**src/rtl/dac_pkg.sv**
```systemverilog
// Shared types and constants for the multi-channel DAC write sequencer.
package dac_pkg;

    typedef enum logic [2:0] {
        ST_DLY,
        ST_SU,
        ST_WR,
        ST_HD,
        ST_LD
    } state_t;

    localparam int BTN_DEC_S = 5;
    localparam int BTN_INC_S = 4;
    localparam int BTN_DEC_M = 3;
    localparam int BTN_INC_M = 2;
    localparam int BTN_DEC_L = 1;
    localparam int BTN_INC_L = 0;

    function automatic int unsigned mid_val(input int unsigned dw);
        return 32'd1 << (dw - 1);
    endfunction

endpackage

```
**src/rtl/oneshot_universal.sv**
```systemverilog
// Synchronises raw inputs and emits a one-cycle pulse per rising edge on each bit.
// Pulse appears two cycles after the input rises; holding the input high gives no further pulses.
module oneshot_universal #(
    parameter int WIDTH = 1
) (
    input  logic             clk,
    input  logic             rst,
    input  logic [WIDTH-1:0] in_i,
    output logic [WIDTH-1:0] pulse_o
);

    logic [WIDTH-1:0] sync1_q;
    logic [WIDTH-1:0] sync2_q;
    logic [WIDTH-1:0] prev_q;

    always_ff @(posedge clk or posedge rst) begin
        if (rst) begin
            sync1_q <= '0;
            sync2_q <= '0;
            prev_q  <= '0;
        end else begin
            sync1_q <= in_i;
            sync2_q <= sync1_q;
            prev_q  <= sync2_q;
        end
    end

    assign pulse_o = sync2_q & ~prev_q;

endmodule

```
**src/rtl/dac_multich_seq.sv**
```systemverilog
// Multi-channel parallel-bus DAC write sequencer: button-edited per-channel values, scanned
// round-robin every frame with setup/strobe/hold timing, optional LDAC pulse and sawtooth ramp.
module dac_multich_seq
    import dac_pkg::*;
#(
    parameter int N_CH      = 2,
    parameter int DW        = 8,
    parameter int T_DLY     = 200,
    parameter int T_SU      = 50,
    parameter int T_WR      = 30,
    parameter int T_HD      = 2,
    parameter int LDAC_SYNC = 1,
    parameter int STEP_S    = 1,
    parameter int STEP_M    = 2,
    parameter int STEP_L    = 8,
    localparam int CH_W     = (N_CH > 1) ? $clog2(N_CH) : 1
) (
    input  logic            clk,
    input  logic            rst,
    input  logic [5:0]      btn_i,
    input  logic [CH_W-1:0] ch_sel_i,
    input  logic            mode_i,
    output logic            dac_csn_o,
    output logic            dac_wrn_o,
    output logic            dac_ldacn_o,
    output logic [CH_W-1:0] dac_addr_o,
    output logic [DW-1:0]   dac_d_o,
    output logic [DW-1:0]   led_out_o,
    output logic            frame_done_o
);

    localparam int       SW         = DW + 1;
    localparam logic     LDACN_IDLE = (LDAC_SYNC != 0);
    localparam logic [DW-1:0] MID   = DW'(mid_val(DW));

    state_t          state_q, state_d;
    logic [15:0]     cnt_q, cnt_d;
    logic [CH_W-1:0] ch_q, ch_d;
    logic [DW-1:0]   val_q [N_CH];
    logic [DW-1:0]   val_d [N_CH];
    logic            csn_q, wrn_q, ldacn_q, fd_q;
    logic [CH_W-1:0] addr_q;
    logic [DW-1:0]   d_q, led_q;
    logic [5:0]      btn_t;
    logic            sel_ok, frame_end, load_bus;
    logic            up, hit;
    logic [SW-1:0]   step, sum;
    logic [DW-1:0]   edited;

    oneshot_universal #(.WIDTH(6)) u_btn (
        .clk     (clk),
        .rst     (rst),
        .in_i    (btn_i),
        .pulse_o (btn_t)
    );

    always_comb begin
        state_d = state_q;
        cnt_d   = cnt_q + 16'd1;
        ch_d    = ch_q;
        unique case (state_q)
            ST_DLY: if (cnt_q == 16'(T_DLY - 1)) begin
                state_d = ST_SU;
                ch_d    = '0;
            end
            ST_SU: if (cnt_q == 16'(T_SU - 1)) state_d = ST_WR;
            ST_WR: if (cnt_q == 16'(T_WR - 1)) state_d = ST_HD;
            ST_HD: if (cnt_q == 16'(T_HD - 1)) begin
                if (int'(ch_q) < N_CH - 1) begin
                    ch_d    = ch_q + CH_W'(1);
                    state_d = ST_SU;
                end else begin
                    state_d = (LDAC_SYNC != 0) ? ST_LD : ST_DLY;
                end
            end
            ST_LD:   state_d = ST_DLY;
            default: state_d = ST_DLY;
        endcase
        if (state_d != state_q) cnt_d = '0;
    end

    assign frame_end = (state_q != ST_DLY) && (state_d == ST_DLY);
    assign load_bus  = (state_d == ST_SU) && (state_q != ST_SU);

    always_ff @(posedge clk or posedge rst) begin
        if (rst) begin
            state_q <= ST_DLY;
            cnt_q   <= '0;
            ch_q    <= '0;
            csn_q   <= 1'b1;
            wrn_q   <= 1'b1;
            ldacn_q <= LDACN_IDLE;
            addr_q  <= '0;
            d_q     <= '0;
            fd_q    <= 1'b0;
        end else begin
            state_q <= state_d;
            cnt_q   <= cnt_d;
            ch_q    <= ch_d;
            // Bus strobes follow the next state so each pin changes exactly at the state boundary.
            csn_q   <= !(state_d == ST_SU || state_d == ST_WR || state_d == ST_HD);
            wrn_q   <= (state_d != ST_WR);
            ldacn_q <= (LDAC_SYNC != 0) ? (state_d != ST_LD) : 1'b0;
            fd_q    <= frame_end;
            if (load_bus) begin
                addr_q <= ch_d;
                d_q    <= val_q[ch_d];
            end
        end
    end

    assign sel_ok = int'(ch_sel_i) < N_CH;

    always_comb begin
        step = '0;
        up   = 1'b0;
        hit  = 1'b1;
        if      (btn_t[BTN_DEC_S]) step = SW'(STEP_S);
        else if (btn_t[BTN_INC_S]) begin step = SW'(STEP_S); up = 1'b1; end
        else if (btn_t[BTN_DEC_M]) step = SW'(STEP_M);
        else if (btn_t[BTN_INC_M]) begin step = SW'(STEP_M); up = 1'b1; end
        else if (btn_t[BTN_DEC_L]) step = SW'(STEP_L);
        else if (btn_t[BTN_INC_L]) begin step = SW'(STEP_L); up = 1'b1; end
        else hit = 1'b0;
    end

    always_comb begin
        val_d  = val_q;
        sum    = up ? ({1'b0, val_q[ch_sel_i]} + step) : ({1'b0, val_q[ch_sel_i]} - step);
        // Top bit is carry on increment and borrow on decrement.
        edited = sum[DW] ? (up ? '1 : '0) : sum[DW-1:0];
        if (sel_ok) begin
            if (mode_i) begin
                if (fd_q) val_d[ch_sel_i] = val_q[ch_sel_i] + DW'(1);
            end else if (hit) begin
                val_d[ch_sel_i] = edited;
            end
        end
    end

    always_ff @(posedge clk or posedge rst) begin
        if (rst) begin
            for (int i = 0; i < N_CH; i++) val_q[i] <= MID;
            led_q <= MID;
        end else begin
            val_q <= val_d;
            led_q <= sel_ok ? val_q[ch_sel_i] : '0;
        end
    end

    assign dac_csn_o    = csn_q;
    assign dac_wrn_o    = wrn_q;
    assign dac_ldacn_o  = ldacn_q;
    assign dac_addr_o   = addr_q;
    assign dac_d_o      = d_q;
    assign led_out_o    = led_q;
    assign frame_done_o = fd_q;

endmodule

```
**config.mk**
```make
export PLATFORM = sky130hd
export DESIGN_NAME = dac_multich_seq
export DESIGN_NICKNAME = d
export VERILOG_FILES = /design/src/rtl/dac_pkg.sv /design/src/rtl/oneshot_universal.sv /design/src/rtl/dac_multich_seq.sv
export SDC_FILE = /design/constraint.sdc
export NUM_CORES = 1
export LEC_CHECK = 0
export ABC_AREA = 1
export BUFFER_PORTS_ARGS = -buffer_cell sky130_fd_sc_hd__buf_2
export CAP_MARGIN = 20
export CORE_AREA = 4 4 94 96
export DETAILED_ROUTE_END_ITERATION = 8
export DIE_AREA = 0 0 98 100
export PLACE_DENSITY = 0.67
export SLEW_MARGIN = 15
export SYNTH_ARGS = -nofsm -noshare
export SYNTH_HDL_FRONTEND = slang
export SYNTH_SLANG_ARGS = --single-unit
```
**constraint.sdc**
```tcl
create_clock -name clk -period 3.8 [get_ports clk]
set_clock_uncertainty 0.15 [all_clocks]
set_input_delay 0.38 -clock clk [delete_from_list [all_inputs] [get_ports clk]]
set_output_delay 0.38 -clock clk [all_outputs]
set_load 0.005 [all_outputs]
```
==> run metrics <==
via count=3241; register share of total power=42.6%; minimum clock period after layout=3.284 ns; failing checks=negative hold slack; synth unique cells=37; clock sinks=75; Tightest Hold Check Type=in2async; main combinational cell family by area after synthesis=simple AND/OR/NAND/NOR gates; Yosys reg bits=75; Synth area leaders=dfrtp_1 44%, nand2_1 16%, inv_1 6.2%, nand3_1 5.0%, ha_1 4.1%; DRT Pass-1 Iters=5; Pwr per Cell Area=a little under 500 nW/um^2; status=complete, but fails checks; CP Launch Type=flop; Max Freq=304.5 MHz; Cells after Synth=499; buffers added on ports=30; buffers and inverters on the worst path=1; switch share=about 34%; H-tree depth=3; core area=between 8000 and 9000 um^2; complex-gate fraction of the synthesized area=5.626%; largest area contributor in the netlist=dfrtp_1; Worst Max-Slew Pin Slew=0.8702 ns; max_slew headroom=between 40% and 50%; Int Power=0.001445 W; critical path endpoint category=flop; fin crit share=86.42%; Worst VDD drop=248.5 uV; CP cell instances=nand2_1 > nand2_1 > nor2_1 > inv_1 > ha_1 > ha_1 > nand2_1 > o21ai_0 > ha_1 > a21oi_1 > nand2_1 > a21oi_1 > nand3_1 > nand3_1 > nand2_1 > nand2_1 > nand3_1 > nand2_1; Post-synth EDFFs=0; vias per std cell=about 5.0; Root Driver=clkbuf_8; post-place setup slack=0.5725 ns; Post-Syn Area per Cell=7.888 um^2; Initial DRC Count=175; FF-to-FF Start=u_btn.sync2_q[5]$_DFF_PP0_; share of layout cells above drive strength 1=~15%; grt ovf=0; Comb pwr share=27.6%; asr flop ratio synth=between 90% and 100%; critical path's top delay family=simple AND/OR/NAND/NOR gates; Total Neg Setup Slack=0 ns; Area Growth Syn to Fin=13.10%; global-route wire length before repair=14.32 mm; CP Depth=18; post-synthesis mux area share=0%; setup bufs post-CTS=0; final hold vios=1; final setup fails=0; routed wire length=8.209 mm; Final Slew Violations=0; fin nets=565; RePlAce Congestion=0.8355; Ant. Diodes=0; initial antenna violation count=0; RSZ-0062 raised after global routing=no; syn nets=523; DIE HEIGHT=100 um; max cap viols=0; Ys Warns=0; DPL Wire Length=6.064 mm; area share of the largest cell type after synthesis=a little over two fifths; final core occ=55.29%; Synth Area in Adders=4.641%; DRC=0; CTS tree=yes; NetSw=0.0007535 W; simple-gate portion of the synthesized area=about a third; clk buf depth=2; critical path class=reg2reg; Worst path most repeated cell=nand2_1; DIE AREA=approximately 9800 um^2; clock-pin slew on the worst setup and hold paths=0.09 ns; Seq/Total Area, Yosys=47.87%; CP Data Required Time=3.95 ns; CTS Buf Count=9; routed len/inst=12.61 um; vias in the first global route=about 3100; LEAKAGE=2.369 nW; remaining antenna violation count=0; most numerous cell in the Yosys netlist=nand2_1; largest net degree at the start of global routing=52; # IOs=31; Initial Util=roughly half; PnR worst setup slack=0.5161 ns; Syn Std Cell Area=3936 um^2; Die Span X=slightly below 100 um; worst reg2reg path depth=18; XOR/XNOR Fraction of Synth Area=between 2 and 2.5%; All-Layer GR Usage=18.12%; Std-Cell Rows=33; synth cell count leaders=166 x nand2_1, 69 x dfrtp_1, 65 x inv_1; Clk pwr share=29.8%; Post-synth top flop=dfrtp_1; Worst Path Arrival=between 3 and 4 ns; Worst-Skew Late Latency=0.36 ns; Crit Path Max Fanout=8; critical path's slowest cell=dfrtp_1; largest incremental delay on the critical path=0.38 ns; hold_ws=-0.0004297 ns; Critical Path Start=u_btn.sync2_q[5]$_DFF_PP0_
path summary, 6_finish.rpt:
| path | to | slack (ns) |
|---|---|---|
| max in group asynchronous | state_q[1]$_DFF_PP0_ | 2.77 |
| hold / removal | u_btn.sync1_q[1]$_DFF_PP0_ | -0.0004 |
| hold reg to reg | u_btn.sync2_q[1]$_DFF_PP0_ | 0.20 |
| setup / recovery | val_q[4]$_DFFE_PP0P_ | 0.52 |
| min in group clk | u_btn.sync2_q[1]$_DFF_PP0_ | 0.20 |
| setup reg to reg | val_q[4]$_DFFE_PP0P_ | 0.52 |
state kept, by name (all words and copies together), names as in the netlist:
signal	count
cnt_q	16
val_q	16
dac_d_o	8
led_out_o	8
u_btn.prev_q	6
u_btn.sync1_q	6
u_btn.sync2_q	6
state_q	3
ch_q	1
dac_addr_o	1
dac_csn_o	1
dac_ldacn_o	1
dac_wrn_o	1
frame_done_o	1
layer usage:
| metal | vias to the layer above | part of all wire, % | GRT usage [%] |
|---|---|---|---|
| met5 | - | 0 | 0 |
| met4 | 0 | 1.8 | 6.283 |
| met3 | 15 | 4.6 | 3.822 |
| met2 | 77 | 46 | 28.59 |
| met1 | 1500 | 48 | 24.98 |
| li1 | 1649 | - | - |
layout make-up:
class / instances / area (um^2)
clock buffers: 11 / 141.4
clock inverters: 5 / 67.56
fillers: 770 / 3600
inverters: 68 / 256.5
multi-input cells: 349 / 1745
flip-flops and latches: 75 / 1884
well taps: 105 / 131.4
repair buffers: 38 / 225.2
per-stage QoR:
step                      hold slack, ns  total power (W)  area, um^2  std cells
after floorplan                   0.1812         0.001389        3936        499
after global placement            0.1833         0.001542        4182        629
after detailed placement          0.1847         0.001547        4182        629
after CTS                         0.1672         0.002212        4451        651
after global routing             0.07303         0.002345        4452        651
final                         -0.0004297         0.002198        4452        651
layout by cell type (no fill, tap or decap), types with 6 or more instances in the layout:
master	netlist	final
a21oi_1	12	12
dlygate4sd3_1	0	6
o21ai_0	17	17
ha_1	13	13
xor2_1	9	9
dfstp_2	6	6
dfrtp_1	69	69
clkbuf_8	0	10
nor3_1	8	8
nor2_1	37	37
buf_2	2	30
nand2_1	166	166
inv_1	65	64
nor2_2	7	7
or2_2	6	6
nand3_1	39	39
logic make-up (layout without fill, tap and decap cells):
family / after synthesis / count (layout)
AOI/OAI and AO/OA: 40 / 40
xor gates and xnor gates: 11 / 11
buffers and inverters: 75 / 122
DFF: 75 / 75
and+or+nand+nor: 284 / 284
adders and majority gates: 14 / 14
power by group through the flow:
stage	clock network, W	registers [W]	logic, W
3_5_place_dp	0	0.000951	0.000596
6_report	0.000655	0.000937	0.000606
5_1_grt	0.000703	0.000949	0.000693
4_1_cts	0.000670	0.000936	0.000606
3_3_place_gp	0	0.000951	0.000591
2_1_floorplan	0	0.000943	0.000446
what timing repair did:
| item | CTS | global route |
|---|---|---|
| hold buffers | 6 | 0 |
| endpoints found under the hold margin | 6 | 0 |
| resized for setup | 0 | 0 |
No activity file was read; power rests on OpenSTA's default activity.
